## config.mk

```make
export PLATFORM = sky130hd
export DESIGN_NAME = adc_lane_router
export DESIGN_NICKNAME = d
export VERILOG_FILES = /design/src/rtl/adc_lane_router.sv
export SDC_FILE = /design/constraint.sdc
export NUM_CORES = 1
export LEC_CHECK = 0
export CAP_MARGIN = 25
export CORE_MARGIN = 2
export CORE_UTILIZATION = 58
export DETAILED_ROUTE_END_ITERATION = 16
export HOLD_SLACK_MARGIN = 0.03
export MAX_ROUTING_LAYER = met4
export PLACE_DENSITY = 0.8
export SLEW_MARGIN = 25
export SYNTH_ARGS = -nofsm -noshare
export SYNTH_HDL_FRONTEND = slang
export SYNTH_SLANG_ARGS = --single-unit
```

## constraint.sdc

```tcl
create_clock -name clk -period 3.05 [get_ports clk]
set_input_delay 0.305 -clock clk [delete_from_list [all_inputs] [get_ports clk]]
set_output_delay 0.305 -clock clk [all_outputs]
set_load 0.01 [all_outputs]
```

## src/rtl/adc_lane_router.sv

```systemverilog
// adc_lane_router: steers a free-running ADC sample stream into two
// show-ahead lane FIFOs, either ping-pong (even/odd interleave) or by an
// external select. A full lane drops the sample and bumps a saturating
// drop counter; the ADC side is never stalled.
//
// Ports:
//   clk, rstn            clock, asynchronous active-low reset
//   in_data, in_valid    ADC sample stream (no backpressure)
//   mode, sel            0: ping-pong on lane_next, 1: steer to lane sel
//   clear                synchronous flush of FIFOs, toggle and drop count
//   outN_data/valid/ready  per-lane valid/ready consumer interface (N=0,1)
//   lane_next            lane the next ping-pong sample targets
//   drop_count           saturating count of dropped samples
module adc_lane_router #(
  parameter int unsigned WIDTH = 8,
  parameter int unsigned DEPTH = 4,
  parameter int unsigned CNTW  = 16
) (
  input  logic             clk,
  input  logic             rstn,
  input  logic [WIDTH-1:0] in_data,
  input  logic             in_valid,
  input  logic             mode,
  input  logic             sel,
  input  logic             clear,
  output logic [WIDTH-1:0] out0_data,
  output logic             out0_valid,
  input  logic             out0_ready,
  output logic [WIDTH-1:0] out1_data,
  output logic             out1_valid,
  input  logic             out1_ready,
  output logic             lane_next,
  output logic [CNTW-1:0]  drop_count
);

  localparam int unsigned AW    = $clog2(DEPTH);
  localparam int unsigned PW    = AW + 1;
  localparam int unsigned LANES = 2;

  logic [WIDTH-1:0] mem_q   [LANES][DEPTH];
  logic [WIDTH-1:0] mem_d   [LANES][DEPTH];
  logic [PW-1:0]    wptr_q  [LANES];
  logic [PW-1:0]    wptr_d  [LANES];
  logic [PW-1:0]    rptr_q  [LANES];
  logic [PW-1:0]    rptr_d  [LANES];
  logic [WIDTH-1:0] data_q  [LANES];
  logic [WIDTH-1:0] data_d  [LANES];
  logic [LANES-1:0] valid_q;
  logic [LANES-1:0] valid_d;
  logic             toggle_q;
  logic             toggle_d;
  logic [CNTW-1:0]  drop_q;
  logic [CNTW-1:0]  drop_d;

  logic [LANES-1:0] ready_c;
  logic [LANES-1:0] pop_c;
  logic [LANES-1:0] full_c;
  logic [LANES-1:0] hit_c;
  logic             target_c;
  logic             drop_c;

  assign ready_c  = {out1_ready, out0_ready};
  assign target_c = mode ? sel : toggle_q;

  // Next-state for both lanes, toggle and drop counter
  always_comb begin
    mem_d    = mem_q;
    wptr_d   = wptr_q;
    rptr_d   = rptr_q;
    data_d   = data_q;
    valid_d  = valid_q;
    toggle_d = toggle_q;
    drop_d   = drop_q;
    pop_c    = '0;
    full_c   = '0;
    hit_c    = '0;
    drop_c   = 1'b0;

    // Toggle follows sample parity in ping-pong mode, dropped samples included
    if (in_valid && !mode) begin
      toggle_d = ~toggle_q;
    end

    for (int l = 0; l < LANES; l++) begin
      pop_c[l]  = valid_q[l] & ready_c[l];
      full_c[l] = (wptr_q[l][AW] != rptr_q[l][AW]) &&
                  (wptr_q[l][AW-1:0] == rptr_q[l][AW-1:0]);
      hit_c[l]  = in_valid && (target_c == 1'(l));

      // A same-cycle pop frees the slot the push lands in, so full+pop is no drop
      if (hit_c[l]) begin
        if (!full_c[l] || pop_c[l]) begin
          mem_d[l][wptr_q[l][AW-1:0]] = in_data;
          wptr_d[l] = wptr_q[l] + PW'(1);
        end else begin
          drop_c = 1'b1;
        end
      end

      if (pop_c[l]) begin
        rptr_d[l] = rptr_q[l] + PW'(1);
      end
    end

    if (drop_c && (drop_q != '1)) begin
      drop_d = drop_q + CNTW'(1);
    end

    // Flush wins over everything in the same cycle
    if (clear) begin
      for (int l = 0; l < LANES; l++) begin
        wptr_d[l] = '0;
        rptr_d[l] = '0;
      end
      toggle_d = 1'b0;
      drop_d   = '0;
    end

    // Show-ahead head register; data holds while the lane is empty
    for (int l = 0; l < LANES; l++) begin
      valid_d[l] = (wptr_d[l] != rptr_d[l]);
      if (valid_d[l]) begin
        data_d[l] = mem_d[l][rptr_d[l][AW-1:0]];
      end
    end
  end

  // Control and output registers
  always_ff @(posedge clk or negedge rstn) begin
    if (!rstn) begin
      for (int l = 0; l < LANES; l++) begin
        wptr_q[l] <= '0;
        rptr_q[l] <= '0;
        data_q[l] <= '0;
      end
      valid_q  <= '0;
      toggle_q <= 1'b0;
      drop_q   <= '0;
    end else begin
      wptr_q   <= wptr_d;
      rptr_q   <= rptr_d;
      data_q   <= data_d;
      valid_q  <= valid_d;
      toggle_q <= toggle_d;
      drop_q   <= drop_d;
    end
  end

  // Storage array; contents are don't-care while pointers say empty
  always_ff @(posedge clk) begin
    mem_q <= mem_d;
  end

  assign out0_data  = data_q[0];
  assign out0_valid = valid_q[0];
  assign out1_data  = data_q[1];
  assign out1_valid = valid_q[1];
  assign lane_next  = toggle_q;
  assign drop_count = drop_q;

endmodule

```

[Yosys cells after proc, flatten, opt, wreduce, memory -nomap -nowiden]
Index checks and enable logic that the tools add are counted.
Widths: inputs -> output; s select.
Storage, ports and cells
  input bits: 16
  bits in registers: 111
Operators by class
  muxes and demuxes: 33
  bitwise logic cells: 8
  add/sub/neg operators: 5
  equal/unequal tests: 7
  reductions and logical operators: 15
  magnitude comparators: 6
Operators by type and width (count)
  $mux 32: 4
  $bwmux 32: 2
  $mux 8: 6
  $bmux 8 s2: 2
  $demux 8 s2: 2
  $mux 16: 2
  $mux 3: 6
  $add 16x1->16 const B: 1
  $ne 16x16->1 const B: 1
  $add 3x1->3 const B: 4
  $ge 3x3->1 const B: 4
  $mux 6: 2
  $not 2->3: 4
  $logic_and 1x1->1: 8
  $mux 1: 7
  $lt 3x1->1 const B: 2
  $ne 3x3->1: 2
  $eq 2x2->1: 2
  $reduce_bool 2->1: 2
  $logic_not 1->1: 3
  $and 1x1->1: 2
  $logic_or 1x1->1: 2
  $ne 1x1->1: 2
  $not 1->1: 2

[Longest topological paths before layout]
  word-level depth: 11
  mapped depth: 8
  gate-level depth less buffers: 7

[Worst setup path after synthesis]
OpenSTA, ideal clock, no wires.
  path type: register to register
  start point: register wptr_q[3] (netlist name)
  end point: register data_q, in the netlist out0_data[0]
  arrival: 1.995 ns
  required time: 2.925 ns
  path buffers: 0
  cell stages (with the launch flop): 7
  clock period less this slack: 2.120 ns
  path slack: 0.930 ns
  path through: dfrtp_1 xnor2_2 and4_4 o211ai_2 xor2_1 a31oi_4 mux2_4
Between the ends
  elaborated cells between the ends (all ways): 21
  those cells by class: add/sub (1); order compare (2); eq/ne (2); mux (11); bitwise (1); reduce/logical (4)
RTL lines
  from (decl): line 42  | logic [PW-1:0] wptr_q [LANES];
  from (signal assigned): line 140  | wptr_q <= wptr_d;
  parallel branches: the longest is 5 deep, another holds $add 3x1->3
  $mux 3 (*): line 91  | if (hit_c[l]) begin
  $mux 6 (*): line 110  | if (clear) begin
  $ne 3x3->1 (*): line 121  | valid_d[l] = (wptr_d[l] != rptr_d[l]);
  net valid_d[0]: line 49  | logic [LANES-1:0] valid_d;
  to (signal assigned): line 142  | data_q <= data_d;
  to (decl): line 46  | logic [WIDTH-1:0] data_q [LANES];
Mark *: on every way through the listed nets, which the timed path passes. The select of a mux whose other input is x is not followed.
A chain may end at the register's enable or synchronous reset.

[Worst setup path in the final report]
  start point: register valid_q[0]
  end point: register data_q, in the netlist out0_data[5]
Between the ends
  cells in the longest elaborated chain, start to end: 7
  elaborated cells between the ends (all ways): 14
  those cells by class: eq/ne (1); mux (10); bitwise (2); reduce/logical (1)
Ends and longest elaborated chain
  from (decl): line 48  | logic [LANES-1:0] valid_q;
  from (signal assigned): line 143  | valid_q <= valid_d;
  $and 1x1->1 (*): line 85  | pop_c[l] = valid_q[l] & ready_c[l];
  $logic_or 1x1->1 or $mux 3 (tied branches): line 92, 100
  $mux 32 or $mux 6 (tied branches): line 92, 110
  $mux 32 or $not 2->3 (tied branches): line 91, 123
  $bmux 8 s2: line 123  | data_d[l] = mem_d[l][rptr_d[l][AW-1:0]];
  $mux 8 (not written as such) (2 in series): line 123
Every way passes the cells marked *; elsewhere a longest branch is shown, timed or not. The select of a mux whose other input is x is not followed.

==> summary.txt <==
Synth
  • Async set or reset register ratio after synthesis: 42.3%
  • Synth Instances: roughly 550
  • Net Count, Synth: 580
  • Cell area after synthesis: 0.00575 sq mm
  • Netlist cell types: 61
  • EDFF count, synth: 0
  • Prevailing post-synth register cell: dfxtp_1
  • FF+latch count, synth: 111
  • Mapped Avg Cell Area: 10.4 sq um
  • Register area share after synthesis: approximately 43%
  • Yosys Warn Count: 0

STA
  • Count of final hold-check violations: 0
  • Setup tns final: 0 ns
  • Pins Over Slew Limit: 0
  • Relative slew slack: between 40 and 50%
  • Setup-failing EPs final: 0
  • RSZ-0062 raised after global routing: false
  • Fin crit period: 2.54 ns
  • Slew @ Worst Pin: 0.803 ns
  • Fin Hold WS: about 0.47 ns
  • Max Freq: around 390 MHz
  • Final Cycle Share: 83.2%
  • Layout Skew: 0.00925 ns

Routing
  • Via Count: 4623
  • Initial DRC count: 341
  • Routed len/inst: 17.9 um
  • Vias/cell: 6.26
  • # DRC: 0
  • Post-Route WL: 13200 um
  • TritonRoute pass-1 iters: 5
  • Final ANT Viol Nets: 0

Finish
  • Antenna cell count: 0
  • Layout cells sized above 1: 20.8%
  • Final cell count without fillers: 738
  • Area Overhead vs Synth: 15.3%
  • Layout net count: 627
  • Post-Route Utilization: 68.5%
  • Filler cells: between 700 and 800

Floorplan
  • Die area: 0.0107 sq mm
  • Die width: 104 um
  • Initial Utilization: 59.4%
  • Die height: between 100 and 150 um
  • Core Region: between 0.009 and 0.01 sq mm
  • FP Rows: 36
  • Boundary Pins: 51

CTS
  • CTS Root Buffer Type: clkbuf_8
  • H-Tree Depth: 3
  • CTS max path bufs: 2
  • Worst-Skew Late Latency: a little under 0.4 ns
  • CTS tree: done
  • Clk sinks: between 100 and 150
  • Total CTS buffers: 9
  • Reg clk slew, reported paths: 0.10 ns

Setup path
  • Worst setup SP type: register
  • WS Path Type: register to register
  • Worst-path cell chain: a21bo_2 -> a21oi_1 -> o21ai_0 -> o21ai_0 -> o22ai_1 -> mux2_4
  • Crit-path leading delay family: compound AO/OA/AOI/OAI gates
  • Reg2Reg Depth: 6
  • CP max FO: 8
  • CP endpoint kind: register
  • R2R Setup Slk: 0.51 ns
  • Crit-path max cell delay: between 0.4 and 0.5 ns
  • R2R Path Start: valid_q[0]
  • CP Launch Point: valid_q[0]
  • Most used cell, CP: o21ai_0
  • WP data arrival: 2.81 ns
  • Slowest-stage cell, CP: a21oi_1
  • Reg2Reg Capture Point: out0_data[5]
  • WP data required: roughly 3.3 ns
  • Critical path endpoint: out0_data[5]
  • WP buf/inv: 0
  • WP depth: 6

Pwr
  • Pwr/cell area: roughly 630 mW/mm^2
  • Int Power: slightly below 3 mW
  • Comb pwr share: 29.8%
  • Leak: 2.67 nW
  • Worst vdd ir: 0.400 mV
  • Total Power: about 4.2 mW
  • Clk pwr share: roughly 23%
  • Switch share: 29.7%
  • Switching Power: 1.24 mW
  • Seq pwr share: 47.6%

Global routing
  • Total GRT Usage: between 20% and 30%
  • Initial antenna violation count: 0
  • Number of global-route vias before repair: 4460
  • Largest net degree at the start of global routing: 48
  • First-pass GRT wire length: 21900 um
  • Congestion Overflow GR: 0

Outcome
  • Outcome: finished clean

Placed design
  • Dpl hpwl: 9170 um
  • Placed Instances: 721
  • IO Port Bufs: 50
  • Placer Congestion: 0.853

Min path
  • Worst Hold Class: primary input to async pin

Job
  • Max-cap viol count: 0
==> how the worst min path moves through the flow <==
stage	start	endpoint	slack, ns	cells after the start
after detailed placement	rstn	rptr_q[5]	0.37	1
after CTS	mem_q[27]	mem_q[27]	0.48	2
after floorplan	rstn	drop_count[0]	0.009	0
final	rstn	rptr_q[5]	0.47	2
after global routing	mem_q[25]	mem_q[25]	0.49	2
after global placement	mem_q[25]	mem_q[25]	0.45	2
==> stage by stage <==
step           setup WS [ns]  cell area (sq um)
6_report               0.512               6630
3_3_place_gp           0.307               6400
4_1_cts                0.581               6630
3_5_place_dp           0.197               6400
2_1_floorplan          0.930               5750
5_1_grt                0.328               6630
==> flip-flops by register name (all words and copies together), names as in the netlist <==
name / cells
rptr_q: 6
out1_data: 8
mem_q: 64
drop_count: 16
valid_q: 2
lane_next: 1
wptr_q: 6
out0_data: 8
==> worst register-to-register path: stages (launching register included) <==
cell and delay [ns]:
dfrtp_1 0.46, a21bo_2 0.24, a21oi_1 0.48, o21ai_0 0.48
o21ai_0 0.36, o22ai_1 0.14, mux2_4 0.27
==> power by group through the flow <==
stage	combinational (mW)	clock [mW]	sequential, mW
3_5_place_dp	1.24	0	2.01
3_3_place_gp	1.20	0	1.99
4_1_cts	1.24	0.959	1.98
5_1_grt	1.34	1.03	2.02
2_1_floorplan	0.750	0	2.02
6_report	1.24	0.944	1.99
==> cell families after synthesis <==
kind of cell,share of synthesized area [%]
AND/OR/NAND/NOR,11.8
adder cells (fa/ha/maj),2.39
multiplexers,17.0
flip-flops,42.7
XOR/XNOR,4.48
buffers and inverters,4.63
AO/OA/AOI/OAI,17.0
==> cell usage in the layout, fill, tap and decap left out, types with 3 or more instances in the layout <==
master           count
a21boi_0             3
a21oi_1             21
a221oi_1             8
a22o_1               8
a2bb2oi_1            7
a311oi_1             8
a31o_2               3
a31oi_1              9
and3_1               3
buf_4               16
clkbuf_8            10
clkdlybuf4s50_1     49
clkinv_4             3
dfrtp_1             47
dfxtp_1             64
ha_1                11
inv_1               32
mux2_2              61
mux2_4               9
mux2i_1             11
nand2_1             15
nand3_1             14
nand3b_1             3
nand4_1              8
nor2_1              33
nor3_1              16
o21ai_0             30
o221ai_1             7
o22ai_1              8
o31ai_1              3
o32ai_1              8
or3_1               17
xnor2_1              8
xnor2_2              3
xor2_1               9
==> Yosys cell counts (all sizes together) (10+ instances only) <==
| cell type | n | area (sq um) |
|---|---|---|
| inv | 32 | 120 |
| nor3 | 16 | 80.1 |
| mux2 | 70 | 822 |
| a21oi | 21 | 105 |
| clkbuf | 19 | 71.3 |
| o21ai | 31 | 155 |
| dfrtp | 47 | 1180 |
| xnor2 | 12 | 146 |
| ha | 11 | 138 |
| or3 | 17 | 106 |
| nand4 | 10 | 83.8 |
| nor2 | 34 | 130 |
| nand3 | 15 | 87.6 |
| mux2i | 13 | 155 |
| nand2 | 15 | 56.3 |
| dfxtp | 64 | 1280 |
| xor2 | 11 | 111 |
| buf | 12 | 75.1 |
| a31oi | 10 | 77.6 |
==> layer usage <==
| metal | vias to the layer above | track usage, % | part of all wire (%) |
|---|---|---|---|
| met5 | - | - | 0 |
| li1 | 2150 | - | - |
| met2 | 176 | 40.6 | 49 |
| met1 | 2274 | 33.6 | 43 |
| met4 | 0 | 8.98 | 1.8 |
| met3 | 23 | 4.03 | 5.9 |
==> what timing repair did <==
| item | in CTS | in global routing |
|---|---|---|
| hold buffers | 1 | 0 |
| endpoints found under the hold margin | 47 | 0 |
| setup endpoints to repair | 0 | 0 |
| buffers inserted | 0 | 0 |
| gates resized for setup | 0 | 0 |
==> layout make-up <==
class	count	area, sq um	share of cell area (%)
multi-input cells	379	3030	45.6
flip-flops and latches	111	2460	37.0
repair buffers	67	641	9.66
clock buffers	12	188	2.83
well taps	133	166	2.51
inverters	32	120	1.81
clock inverters	4	33.8	0.509
No activity file was read; power rests on OpenSTA's default activity.
